--- config.mk ---
export PLATFORM = sky130hd
export DESIGN_NAME = munoc_rchannel_lane_buffer
export DESIGN_NICKNAME = d
export VERILOG_FILES = /design/src/rtl/munoc_rchannel_lane_buffer_pkg.sv /design/src/rtl/munoc_sync_lane_fifo.sv /design/src/rtl/munoc_rchannel_lane_buffer.sv
export SDC_FILE = /design/constraint.sdc
export NUM_CORES = 1
export LEC_CHECK = 0
export BUFFER_PORTS_ARGS = -buffer_cell sky130_fd_sc_hd__clkbuf_2
export CAP_MARGIN = 0
export CORE_MARGIN = 2
export CORE_UTILIZATION = 57
export DETAILED_ROUTE_END_ITERATION = 6
export PLACE_DENSITY_LB_ADDON = 0.05
export SETUP_SLACK_MARGIN = 0.4
export SLEW_MARGIN = 20
export SYNTH_ARGS = -nofsm -noshare
export SYNTH_HDL_FRONTEND = slang
export SYNTH_SLANG_ARGS = --single-unit
export TNS_END_PERCENT = 1
--- constraint.sdc ---
create_clock -name clk -period 3.09 [get_ports clk]
set_input_delay 0.618 -clock clk [delete_from_list [all_inputs] [get_ports clk]]
set_output_delay 0.618 -clock clk [all_outputs]
set_load 0.01 [all_outputs]
--- src/rtl/munoc_rchannel_lane_buffer_pkg.sv ---
// Shared width and AXI size-code helpers for the R-channel lane buffer.
// Size codes follow AXI: 2 = 32b, 3 = 64b, 4 = 128b.
package munoc_rchannel_lane_buffer_pkg;

    // Width of one packed R beat: {tid, last, resp[1:0], data}.
    function automatic int bw_rchannel(input int bw_tid, input int bw_data);
        return bw_tid + 3 + bw_data;
    endfunction

    // Number of data bits addressed by an AXI size code.
    function automatic int size_bits(input int size);
        return 8 << size;
    endfunction

    function automatic logic size_legal(input int size, input int bw_data, input int bw_lane);
        return (size_bits(size) <= bw_data) && (size_bits(size) >= bw_lane);
    endfunction

endpackage

--- src/rtl/munoc_sync_lane_fifo.sv ---
// Single-clock FIFO holding one lane (or the header) of the R-channel buffer.
// Wrap-bit pointers separate full from empty; occupancy is kept in a register.
module munoc_sync_lane_fifo #(
    parameter int WIDTH = 32,
    parameter int DEPTH = 4,
    localparam int AW   = $clog2(DEPTH)
) (
    input  logic             clk,
    input  logic             rstnn,
    input  logic             flush,
    input  logic             push,
    input  logic [WIDTH-1:0] wdata,
    input  logic             pop,
    output logic [WIDTH-1:0] rdata,
    output logic             full,
    output logic             empty,
    output logic [AW:0]      count
);

    logic [WIDTH-1:0] mem [DEPTH];
    logic [AW:0]      wptr;
    logic [AW:0]      rptr;
    logic             do_push;
    logic             do_pop;

    always_comb begin
        empty   = (wptr == rptr);
        full    = (wptr[AW] != rptr[AW]) && (wptr[AW-1:0] == rptr[AW-1:0]);
        do_push = push && !full && !flush;
        do_pop  = pop && !empty && !flush;
        rdata   = mem[rptr[AW-1:0]];
    end

    // NOTE: sequential state uses non-blocking assignments so every register
    // samples pre-edge values regardless of statement order.
    always_ff @(posedge clk) begin
        if (!rstnn || flush) begin
            wptr  <= '0;
            rptr  <= '0;
            count <= '0;
        end else begin
            if (do_push) wptr <= wptr + (AW+1)'(1);
            if (do_pop)  rptr <= rptr + (AW+1)'(1);
            case ({do_push, do_pop})
                2'b10:   count <= count + (AW+1)'(1);
                2'b01:   count <= count - (AW+1)'(1);
                default: count <= count;
            endcase
        end
    end

    // NOTE: the storage array is deliberately not reset; pointers alone define
    // which entries are valid, and leaving it unreset lets it map to RAM.
    always_ff @(posedge clk) begin
        if (do_push) mem[wptr[AW-1:0]] <= wdata;
    end

endmodule

--- src/rtl/munoc_rchannel_lane_buffer.sv ---
// AXI R-channel buffer: one FIFO per data lane plus a header FIFO, lane-masked
// writes, size-selected reads, synchronous flush and a sticky illegal-size flag.
module munoc_rchannel_lane_buffer
    import munoc_rchannel_lane_buffer_pkg::*;
#(
    parameter int  BW_TID   = 4,
    parameter int  BW_DATA  = 128,
    parameter int  BW_LANE  = 32,
    parameter int  DEPTH    = 4,
    parameter int  BW_SIZE  = 3,
    localparam int NUM_LANE = BW_DATA / BW_LANE,
    localparam int BW_R     = bw_rchannel(BW_TID, BW_DATA),
    localparam int BW_CNT   = $clog2(DEPTH) + 1
) (
    input  logic                clk,
    input  logic                rstnn,
    input  logic                flush,
    input  logic [NUM_LANE-1:0] wlane_mask,
    input  logic                wvalid,
    output logic                wready,
    input  logic [BW_R-1:0]     wdata,
    input  logic [BW_SIZE-1:0]  rsize,
    output logic                rvalid,
    input  logic                rready,
    output logic [BW_R-1:0]     rdata,
    output logic [BW_CNT-1:0]   hdr_count,
    output logic                size_err
);

    localparam int BW_HDR = BW_TID + 3;

    logic [NUM_LANE-1:0]             lane_full;
    logic [NUM_LANE-1:0]             lane_empty;
    logic [NUM_LANE-1:0]             lane_sel;
    logic [NUM_LANE-1:0]             lane_push;
    logic [NUM_LANE-1:0]             lane_pop;
    logic [NUM_LANE-1:0][BW_CNT-1:0] unused_lane_count;
    logic                            hdr_full;
    logic                            hdr_empty;
    logic [BW_HDR-1:0]               hdr_rdata;
    logic [BW_DATA-1:0]              data_rdata;
    logic                            rsize_legal;
    logic                            push;
    logic                            pop;

    always_comb begin
        rsize_legal = size_legal(int'(rsize), BW_DATA, BW_LANE);
        lane_sel    = '0;
        for (int i = 0; i < NUM_LANE; i++) begin
            lane_sel[i] = (i * BW_LANE) < size_bits(int'(rsize));
        end
    end

    // Ready/valid trees ignore the opposite side of the same cycle on purpose.
    always_comb begin
        wready    = !flush && !hdr_full && ((wlane_mask & lane_full) == '0);
        rvalid    = !flush && !hdr_empty && rsize_legal && ((lane_sel & lane_empty) == '0);
        push      = wvalid && wready;
        pop       = rvalid && rready;
        lane_push = {NUM_LANE{push}} & wlane_mask;
        lane_pop  = {NUM_LANE{pop}} & lane_sel;
    end

    always_ff @(posedge clk) begin
        if (!rstnn) begin
            size_err <= 1'b0;
        end else if (!hdr_empty && !rsize_legal) begin
            size_err <= 1'b1;
        end
    end

    munoc_sync_lane_fifo #(
        .WIDTH (BW_HDR),
        .DEPTH (DEPTH)
    ) u_hdr_fifo (
        .clk   (clk),
        .rstnn (rstnn),
        .flush (flush),
        .push  (push),
        .wdata (wdata[BW_R-1:BW_DATA]),
        .pop   (pop),
        .rdata (hdr_rdata),
        .full  (hdr_full),
        .empty (hdr_empty),
        .count (hdr_count)
    );

    for (genvar i = 0; i < NUM_LANE; i++) begin : g_lane
        munoc_sync_lane_fifo #(
            .WIDTH (BW_LANE),
            .DEPTH (DEPTH)
        ) u_lane_fifo (
            .clk   (clk),
            .rstnn (rstnn),
            .flush (flush),
            .push  (lane_push[i]),
            .wdata (wdata[(i+1)*BW_LANE-1 -: BW_LANE]),
            .pop   (lane_pop[i]),
            .rdata (data_rdata[(i+1)*BW_LANE-1 -: BW_LANE]),
            .full  (lane_full[i]),
            .empty (lane_empty[i]),
            .count (unused_lane_count[i])
        );
    end

    assign rdata = {hdr_rdata, data_rdata};

endmodule

==> impl_metrics.csv, run 1 <==
group,metric,value,unit
status,status,"complete, no violations",
global_routing,grt_max_degree,34,
clock_tree,tritoncts,"yes",
power,vdd_drop_max,523,uV
timing,fmax,378,MHz
floorplan,rows,71,
timing,final_max_slew_viol_count,0,
timing,period_minus_slack,2.65,ns
finish,post-route-util,0.690,
clock_tree,cts.path.max_buffers,3,
placement,dp_cells,1766,
worst_setup_path,cp.arrival,2.03,ns
clock_tree,cts_buffers,56,
worst_setup_path,crit_fanout,13,
worst_setup_path,critPathKind,"reg -> out",
logic_synthesis,syn_inst,972,
worst_setup_path,path_delay_family,"flip-flops",
floorplan,start_util,0.580,
logic_synthesis,synth_nets,1145,
worst_setup_path,worst_setup_path_end_kind,"output pin",
routing,vias,10294,
routing,drtIter0Drc,633,
floorplan,dieArea,40100,sq um
timing,period_share,0.857,
logic_synthesis,async_reset_ff_frac,0,
routing,post_drt_wl_per_cell,21.4,um
floorplan,dieHeight,200,um
global_routing,grt_pass1_wl,62700,um
worst_setup_path,worstPathCellList,"buf_4 -> mux4_2 -> clkbuf_2",
finish,regArea,17100,sq um
timing,tightest_slew,0.641,ns
flow_run,maxCapViolCount,0,
finish,fin_nets,1488,
finish,fin_cells,1875,
worst_setup_path,path_buf_inv,2,
placement,place_hpwl,25500,um
floorplan,core_area,37800,sq um
worst_setup_path,cp.required,2.47,ns
logic_synthesis,syn_avg_cell_area,22.6,sq um
clock_tree,clk_latency,0.59,ns
finish,area_delta_synth_final,18.9,%
global_routing,grtUsageTotal,0.205,
timing,setup_viol,0,
logic_synthesis,syn_area,22000,sq um
floorplan,fp.dieW,200,um
power,p_per_area,597,nW/um^2
clock_tree,ctsHoldBuffers,0,
worst_setup_path,startpoint_type,"register",
finish,multi_input_area,4600,sq um
finish,drive_gt1_frac,0.416,
logic_synthesis,yosysSeqAreaShare,0.778,
global_routing,antenna_found_initial,6,
timing,slew_headroom,0.572,
timing,rsz0062_at_grt,"yes",
floorplan,io_pins,288,
clock_tree,cts.sinks,584,
worst_setup_path,crit_slowest_cell,"dfxtp_4",
worst_setup_path,slowest_delay,0.52,ns
routing,drc,0,
global_routing,grt_pass1_vias,10984,
clock_tree,cts_root_buf,"clkbuf_16",
logic_synthesis,synth-seq-cells,584,
clock_tree,ctsHtreeMaxLevel,2,
timing,setup_tns,0,ns
logic_synthesis,synth_edf_count,540,
logic_synthesis,synth_ff_type,"edfxtp_1",
routing,viasPerCell,5.49,
routing,drt-total-wl,40100,um
timing,hold_violations,0,
global_routing,overflow,0,
logic_synthesis,yosys.cell_types.count,43,
routing,drt_first_pass_iters,4,
placement,port_buffers,287,
timing,skew,0.0218,ns
finish,fill_cells,2475,
placement,globalplace.congestion,0.739,
finish,layout_commonest_cell,"edfxtp_1",
routing,antenna_left,0,
power,leakagePower,8.81,nW
finish,mostFrequentLayoutCells,"540 x edfxtp_1, 287 x clkbuf_2, 135 x mux4_2, 57 x clkbuf_16, 39 x dfxtp_1",
clock_tree,clkTransAtPathRegs,0.06,ns
worst_hold_path,min_path_type,"in -> reg",
logic_synthesis,yosysWarnings,0,
-- cell usage after synthesis, types with 2 or more instances --
library cell	instances	area, sq um
xnor2_1	24	210
nor2_1	37	139
nand2b_1	5	31.3
nand4_1	4	25.0
buf_6	2	22.5
inv_1	18	67.6
dfxtp_1	44	881
xor2_1	11	96.3
o21ai_0	2	10.0
nand3_1	10	50.1
a21oi_1	6	30.0
nor3_2	5	50.1
nor2b_1	3	18.8
nand3b_1	2	15.0
edfxtp_1	540	16200
and2_1	15	93.8
xnor2_2	2	32.5
buf_2	14	70.1
nand2_1	13	48.8
clkbuf_1	16	60.1
buf_1	6	22.5
mux4_2	135	3040
ha_1	25	313
mux2i_1	11	110
nor4_4	4	85.1
-- what timing repair did --
item	in CTS	in global routing
setup endpoints to repair	73	83
buffers inserted	1	1
gates resized for setup	0	5
pin swaps	1	0
-- worst register-to-register path, stage by stage, from the launching register on --
cell and delay, ns:
dfxtp_1 0.43, xnor2_1 0.16, a31oi_4 0.22, o221ai_4 0.14, buf_4 0.25, nor3_2 0.40, and2_1 0.21, buf_4 0.30
-- metal layers --
metal	track usage	up-vias	part of all wire
met1	0.280	5265	0.41
met5	0	-	0.00030
met3	0.0491	68	0.064
met2	0.330	277	0.50
li1	-	4682	-
met4	0.0720	2	0.025
-- per-stage QoR --
step | worst slack, ns | power (W) | hold slack, ns | area [sq um]
finish | 0.441 | 0.0156 | 0.243 | 26100
global route | 0.300 | 0.0161 | 0.230 | 26100
CTS | 0.179 | 0.0158 | 0.213 | 26100
detailed placement | 0.469 | 0.00931 | 0.500 | 24300
global placement | 0.497 | 0.00929 | 0.490 | 24300
floorplan | 0.336 | 0.00905 | 0.480 | 22000
-- state kept, by name, summed over array words and instances, names as in the netlist, named ones only --
signal / count
size_err: 1
u_hdr_fifo.wptr: 3
u_hdr_fifo.rptr: 3
g_lane.u_lane_fifo.rptr: 12
u_hdr_fifo.mem: 28
g_lane.u_lane_fifo.mem: 512
u_hdr_fifo.count: 3
g_lane.u_lane_fifo.wptr: 12
-- logic make-up after synthesis --
| family | after synthesis | synth area share |
|---|---|---|
| xor gates and xnor gates | 37 | 0.0154 |
| AOI/OAI and AO/OA | 17 | 0.00689 |
| adders and majority gates | 26 | 0.0152 |
| muxes | 146 | 0.143 |
| DFF | 584 | 0.778 |
| and+or+nand+nor | 104 | 0.0283 |
| buffers and inverters | 58 | 0.0123 |
-- final timing paths --
check	slack [ns]	start	depth (start not counted)	to
min reg2reg	0.51	u_hdr_fifo.count[1]	2	u_hdr_fifo.count[1]
max reg2reg	0.65	u_hdr_fifo.wptr[0]	7	g_lane[2].u_lane_fifo.mem[2][30]
min	0.24	wdata[131]	1	u_hdr_fifo.mem[1][3]
max	0.44	register	3	rdata[34]
-- final cells by class --
| class | instances | share of cell area |
|---|---|---|
| Clock inverter | 28 | 0.00886 |
| Inverter | 18 | 0.00259 |
| Antenna cell | 5 | 0.000479 |
| Sequential cell | 584 | 0.655 |
| Multi-Input combinational cell | 330 | 0.176 |
| Timing Repair Buffer | 325 | 0.0741 |
| Tap cell | 511 | 0.0245 |
| Clock buffer | 74 | 0.0582 |
-- where the power goes --
| group | leakage [nW] | switching, W | internal [W] |
|---|---|---|---|
| combinational | 2.72 | 0.000248 | 0.000177 |
| clock | 0.854 | 0.00274 | 0.00371 |
| sequential | 5.24 | 0.0000182 | 0.00870 |
No activity file was read; power rests on OpenSTA's default activity.
==> inputs of run 2 (changes only) <==
--- a/config.mk
+++ b/config.mk
@@ -9,8 +9,9 @@
 export CAP_MARGIN = 0
 export CORE_MARGIN = 2
 export CORE_UTILIZATION = 57
+export CTS_BUF_LIST = sky130_fd_sc_hd__clkbuf_16
 export DETAILED_ROUTE_END_ITERATION = 6
-export PLACE_DENSITY_LB_ADDON = 0.05
+export PLACE_DENSITY_LB_ADDON = 0.08
 export SETUP_SLACK_MARGIN = 0.4
 export SLEW_MARGIN = 20
 export SYNTH_ARGS = -nofsm -noshare
==> run 2 against run 1 <==
  * Power increased by 0.22%
  * Clock power about the same
  * Register-to-register slack got worse by 0.02 ns
  * Cell area increased by 0.18%
  * Core utilization increased by 0.13 points
==> impl_metrics.csv, run 2 (synthesis results as in run 1) <==
group,metric,value,unit
worst_setup_path,crit_cells,3,
routing,vias,10404,
clock_tree,cts_root_buf,"clkbuf_16",
global_routing,grtUsageTotal,0.204,
clock_tree,cts.sinks,584,
worst_setup_path,reg2reg_depth,7,
timing,skew,0.0289,ns
placement,place_hpwl,24600,um
routing,antenna_left,0,
floorplan,rows,71,
global_routing,antenna_found_initial,9,
timing,final_max_slew_viol_count,0,
finish,regArea,17100,sq um
worst_setup_path,reg2reg_to,"g_lane[1].u_lane_fifo.mem[2][30]",
power,leakagePower,8.87,nW
global_routing,overflow,0,
worst_setup_path,regToRegSetupSlack,0.63,ns
finish,layout_commonest_cell,"edfxtp_1",
floorplan,fp.dieW,200,um
timing,fmax,370,MHz
timing,period_minus_slack,2.70,ns
power,p_seq_frac,0.558,
power,p_switching,0.00305,W
timing,setup_viol,0,
power,p_sw_frac,0.195,
finish,multi_input_area,4600,sq um
timing,tightest_slew,0.651,ns
worst_setup_path,cp.required,2.47,ns
worst_setup_path,crit_fanout,22,
clock_tree,ctsHtreeMaxLevel,2,
worst_hold_path,min_path_type,"in -> reg",
routing,post_drt_wl_per_cell,21.4,um
clock_tree,cts.path.max_buffers,3,
worst_setup_path,timing.rr.start,"u_hdr_fifo.wptr[0]",
flow_run,maxCapViolCount,0,
routing,drt_first_pass_iters,4,
worst_setup_path,path_delay_family,"flip-flops",
routing,drtIter0Drc,598,
placement,dp_cells,1763,
power,vdd_drop_max,638,uV
power,p_clk_frac,0.415,
global_routing,grt_max_degree,34,
worst_setup_path,cp.arrival,2.09,ns
global_routing,grt_pass1_vias,10981,
timing,setup_tns,0,ns
worst_setup_path,worst_setup_path_end_kind,"output pin",
routing,drt-total-wl,40100,um
worst_setup_path,critPathKind,"reg -> out",
placement,globalplace.congestion,0.751,
power,p_total,0.0156,W
worst_setup_path,path_buf_inv,2,
clock_tree,clk_latency,0.61,ns
floorplan,io_pins,288,
floorplan,dieHeight,200,um
clock_tree,clkTransAtPathRegs,0.06,ns
clock_tree,cts_buffers,57,
worst_setup_path,startpoint_type,"register",
power,internal-power,0.0126,W
worst_setup_path,critPathCapture,"rdata[51]",
worst_setup_path,worstPathCellList,"buf_12 -> mux4_2 -> clkbuf_2",
timing,slew_headroom,0.565,
timing,period_share,0.875,
finish,mostFrequentLayoutCells,"540 x edfxtp_1, 287 x clkbuf_2, 135 x mux4_2, 59 x clkbuf_16, 38 x dfxtp_1",
global_routing,grt_pass1_wl,62400,um
clock_tree,tritoncts,"yes",
status,status,"complete, no violations",
finish,fill_cells,2467,
routing,drc,0,
floorplan,core_area,37800,sq um
finish,fin_nets,1488,
floorplan,dieArea,40100,sq um
worst_setup_path,slowest_delay,0.74,ns
finish,area_delta_synth_final,19.1,%
power,p_per_area,597,nW/um^2
placement,port_buffers,287,
finish,largest_reg_flops,512,
finish,drive_gt1_frac,0.417,
finish,fin_cells,1876,
timing,hold_violations,0,
worst_setup_path,crit_slowest_cell,"dfxtp_1",
floorplan,start_util,0.580,
power,comb_power_share,0.027,
routing,viasPerCell,5.55,
timing,rsz0062_at_grt,"yes",
clock_tree,ctsHoldBuffers,0,
==> run 2: cell types whose count changed in the layout (fill, tap and decap cells not counted), sizes merged <==
cell	change
buf	-1
inv	+10
clkinv	+5
clkbuf	-15
diode	+1
clkinvlp	+1
==> run 2: worst reg2reg max path, stage by stage, from the launching register on <==
cell and delay [ns]:
dfxtp_1 0.43, xnor2_1 0.17, a31oi_4 0.23, o221ai_4 0.14, buf_4 0.25, nor3_2 0.38
and2_1 0.20, buf_4 0.31
==> run 2: area by class of cell <==
type | instances | area share
repair buffers | 324 | 0.0751
multi-input cells | 330 | 0.176
flip-flops and latches | 584 | 0.654
clock inverters | 44 | 0.0111
well taps | 511 | 0.0244
inverters | 18 | 0.00258
clock buffers | 59 | 0.0564
diodes | 6 | 0.000574
==> run 2: worst min path at each step <==
stage                             startpoint                                to  slack [ns]  cells past startpoint
6_report                          wdata[130]              u_hdr_fifo.mem[0][2]        0.23                      1
5_1_grt                            wdata[30]  g_lane[0].u_lane_fifo.mem[2][30]        0.20                      1
4_1_cts                             wdata[2]   g_lane[0].u_lane_fifo.mem[0][2]        0.19                      1
3_5_place_dp             u_hdr_fifo.count[1]               u_hdr_fifo.count[1]        0.50                      2
3_3_place_gp             u_hdr_fifo.count[1]               u_hdr_fifo.count[1]        0.49                      2
2_1_floorplan  g_lane[3].u_lane_fifo.rptr[1]                          register        0.48                      2
==> run 2: repair_timing <==
item,in CTS,in global routing
gates resized for setup,0,5
endpoints found under the setup margin,58,67
pin swaps,1,0
buffers inserted,1,3
==> run 2: power by group through the flow <==
| stage | Combinational [W] | Clock, W | Sequential, W |
|---|---|---|---|
| 6_report | 0.000424 | 0.00648 | 0.00872 |
| 2_1_floorplan | 0.000164 | 0 | 0.00888 |
| 5_1_grt | 0.000467 | 0.00696 | 0.00872 |
| 3_5_place_dp | 0.000426 | 0 | 0.00888 |
| 3_3_place_gp | 0.000411 | 0 | 0.00888 |
| 4_1_cts | 0.000430 | 0.00666 | 0.00872 |
==> run 2: layer usage <==
| metal | GRT usage | part of all wire | vias up |
|---|---|---|---|
| met1 | 0.276 | 0.42 | 5353 |
| met2 | 0.327 | 0.49 | 281 |
| met4 | 0.0624 | 0.022 | 6 |
| met5 | 0 | 0.00090 | - |
| li1 | - | - | 4690 |
| met3 | 0.0609 | 0.072 | 74 |
==> run 2: metrics by stage <==
stage                     worst slack, ns  instance area (sq um)  hold WS, ns   util
after floorplan                     0.336                  22000        0.480      -
after global placement              0.519                  24300        0.489  0.643
after detailed placement            0.469                  24300        0.500  0.643
after CTS                           0.145                  26100        0.190  0.690
after global routing                0.271                  26200        0.202  0.691
final                               0.387                  26200        0.230  0.691
==> inputs of run 3 (changes only) <==
--- a/config.mk
+++ b/config.mk
@@ -8,11 +8,11 @@
 export BUFFER_PORTS_ARGS = -buffer_cell sky130_fd_sc_hd__clkbuf_2
 export CAP_MARGIN = 0
 export CORE_MARGIN = 2
-export CORE_UTILIZATION = 57
+export CORE_UTILIZATION = 52
 export CTS_BUF_LIST = sky130_fd_sc_hd__clkbuf_16
 export DETAILED_ROUTE_END_ITERATION = 6
 export PLACE_DENSITY_LB_ADDON = 0.08
-export SETUP_SLACK_MARGIN = 0.4
+export SETUP_SLACK_MARGIN = 0.02
 export SLEW_MARGIN = 20
 export SYNTH_ARGS = -nofsm -noshare
 export SYNTH_HDL_FRONTEND = slang
==> constraint.sdc (replaced) <==
create_clock -name clk -period 2.2 [get_ports clk]
set_input_delay 0.44 -clock clk [delete_from_list [all_inputs] [get_ports clk]]
set_output_delay 0.44 -clock clk [all_outputs]
set_load 0.01 [all_outputs]
==> run 3 against run 2 <==
  * The flow now finishes with violations (setup timing)
  * Register-to-register slack worse by 0.77 ns
  * Core utilization is 4.7 points lower
  * Sequential share of layout area is 1.9 points lower
  * Largest power group unchanged
  * Die area is 9.4% higher
==> impl_metrics.csv, run 3 (synthesis results as in run 1) <==
group,metric,value,unit
status,status,"finished, violations left",
status,violations,"setup timing",
floorplan,io_pins,288,
floorplan,fp.dieW,210,um
finish,layout_commonest_cell,"edfxtp_1",
worst_setup_path,critPathKind,"reg -> out",
placement,port_buffers,287,
routing,vias,10574,
timing,hold_violations,0,
clock_tree,tritoncts,"yes",
finish,largest_reg_flops,512,
power,p_total,0.0222,W
worst_setup_path,crit_fanout,2,
timing,slew_headroom,0.564,
routing,drt_first_pass_iters,5,
floorplan,dieHeight,210,um
global_routing,antenna_found_initial,4,
global_routing,grt_max_degree,34,
finish,drive_gt1_frac,0.456,
timing,setup_viol,355,
worst_setup_path,startpoint_type,"register",
global_routing,grt_pass1_wl,62900,um
finish,stdcell_area,27000,sq um
worst_setup_path,cp.arrival,2.08,ns
clock_tree,cts_buffers,57,
worst_setup_path,cp.required,1.76,ns
worst_hold_path,min_path_type,"in -> reg",
routing,antenna_left,0,
timing,rsz0062_at_grt,"yes",
timing,final_max_slew_viol_count,0,
floorplan,start_util,0.525,
global_routing,grt_pass1_vias,10988,
floorplan,rows,75,
clock_tree,clk_latency,0.61,ns
flow_run,maxCapViolCount,0,
timing,period_share,1.14,
power,p_per_area,824,nW/um^2
routing,drc,0,
worst_setup_path,worst_setup_path_end_kind,"output pin",
placement,globalplace.congestion,0.733,
finish,fin_nets,1538,
timing,tightest_slew,0.647,ns
finish,area_delta_synth_final,22.8,%
global_routing,overflow,0,
clock_tree,cts_root_buf,"clkbuf_16",
power,vdd_drop_max,789,uV
finish,mostFrequentLayoutCells,"540 x edfxtp_1, 280 x clkbuf_2, 135 x mux4_2, 61 x clkbuf_16, 48 x buf_4",
routing,drt-total-wl,41600,um
timing,worst_slack,-0.318,ns
routing,drtIter0Drc,634,
clock_tree,ctsHtreeMaxLevel,2,
placement,post_dp_cell_area,24800,sq um
floorplan,dieArea,43900,sq um
clock_tree,cts.sinks,584,
placement,place_hpwl,25400,um
floorplan,core_area,41900,sq um
timing,period_minus_slack,2.52,ns
routing,post_drt_wl_per_cell,21.3,um
clock_tree,cts.path.max_buffers,3,
timing,fmax,397,MHz
global_routing,grtUsageTotal,0.191,
clock_tree,clkTransAtPathRegs,0.06,ns
routing,viasPerCell,5.41,
timing,skew,0.0182,ns
power,leakagePower,9.26,nW
-- run 3: metal layers --
| metal | vias to the layer above | wire (um) | track usage |
|---|---|---|---|
| li1 | 4782 | - | - |
| met1 | 5454 | 17500 | 0.260 |
| met2 | 274 | 20700 | 0.309 |
| met3 | 60 | 2540 | 0.0453 |
| met4 | 4 | 906 | 0.0648 |
| met5 | - | 27 | 0 |
-- run 3: critical path: stages (launching register included) --
cell	delay, ns
dfxtp_2	0.34
xor2_2	0.19
a31oi_4	0.22
o221ai_4	0.13
buf_6	0.13
a221oi_2	0.18
buf_4	0.18
buf_6	0.10
-- run 3: power breakdown --
part / total [W] / internal [W] / switching [W] / leakage (nW)
Sequential: 0.0122 / 0.0122 / 0.0000226 / 5.24
Clock: 0.00931 / 0.00540 / 0.00391 / 0.939
Combinational: 0.000667 / 0.000296 / 0.000371 / 3.08
-- run 3: area by class of cell --
cell class                 instances  area, sq um
fill                            2944        14900
antenna                            3         7.51
clock inverter                    48          335
multi-input combinational        330         4750
inverter                          18         67.6
clock buffer                      59         1480
tap                              539          674
timing repair buffer             374         2530
sequential                       584        17100
-- run 3: stage by stage --
step | instances | setup TNS [ns] | hold slack, ns | util | setup WS, ns
after floorplan | 972 | -171.41 | 0.480 | - | -0.481
after global placement | 1832 | -0.0931 | 0.496 | 0.591 | -0.0931
after detailed placement | 1832 | -0.0599 | 0.502 | 0.591 | -0.0515
after CTS | 1942 | -30.23 | 0.00464 | 0.638 | -0.351
after global routing | 1954 | -63.87 | 0.0289 | 0.644 | -0.395
final | 1955 | -25.29 | 0.0497 | 0.645 | -0.318
-- run 3: worst paths after layout --
path | startpoint | endpoint | slack, ns | cells past startpoint
worst max register to register | u_hdr_fifo.rptr[2] | u_hdr_fifo.count[2] | -0.14 | 13
worst min-delay path | wdata[44] | g_lane[1].u_lane_fifo.mem[0][12] | 0.05 | 1
worst max-delay path | u_hdr_fifo.rptr[2] | wready | -0.32 | 7
worst min register to register | u_hdr_fifo.count[1] | u_hdr_fifo.count[1] | 0.51 | 2
-- run 3: timing repair --
action	CTS	global route
hold endpoints to repair	0	0
setup endpoints to repair	138	458
gates resized for setup	30	43
pin swaps	6	9
cloned	0	2
buffers inserted	3	8
hold buffers	0	0
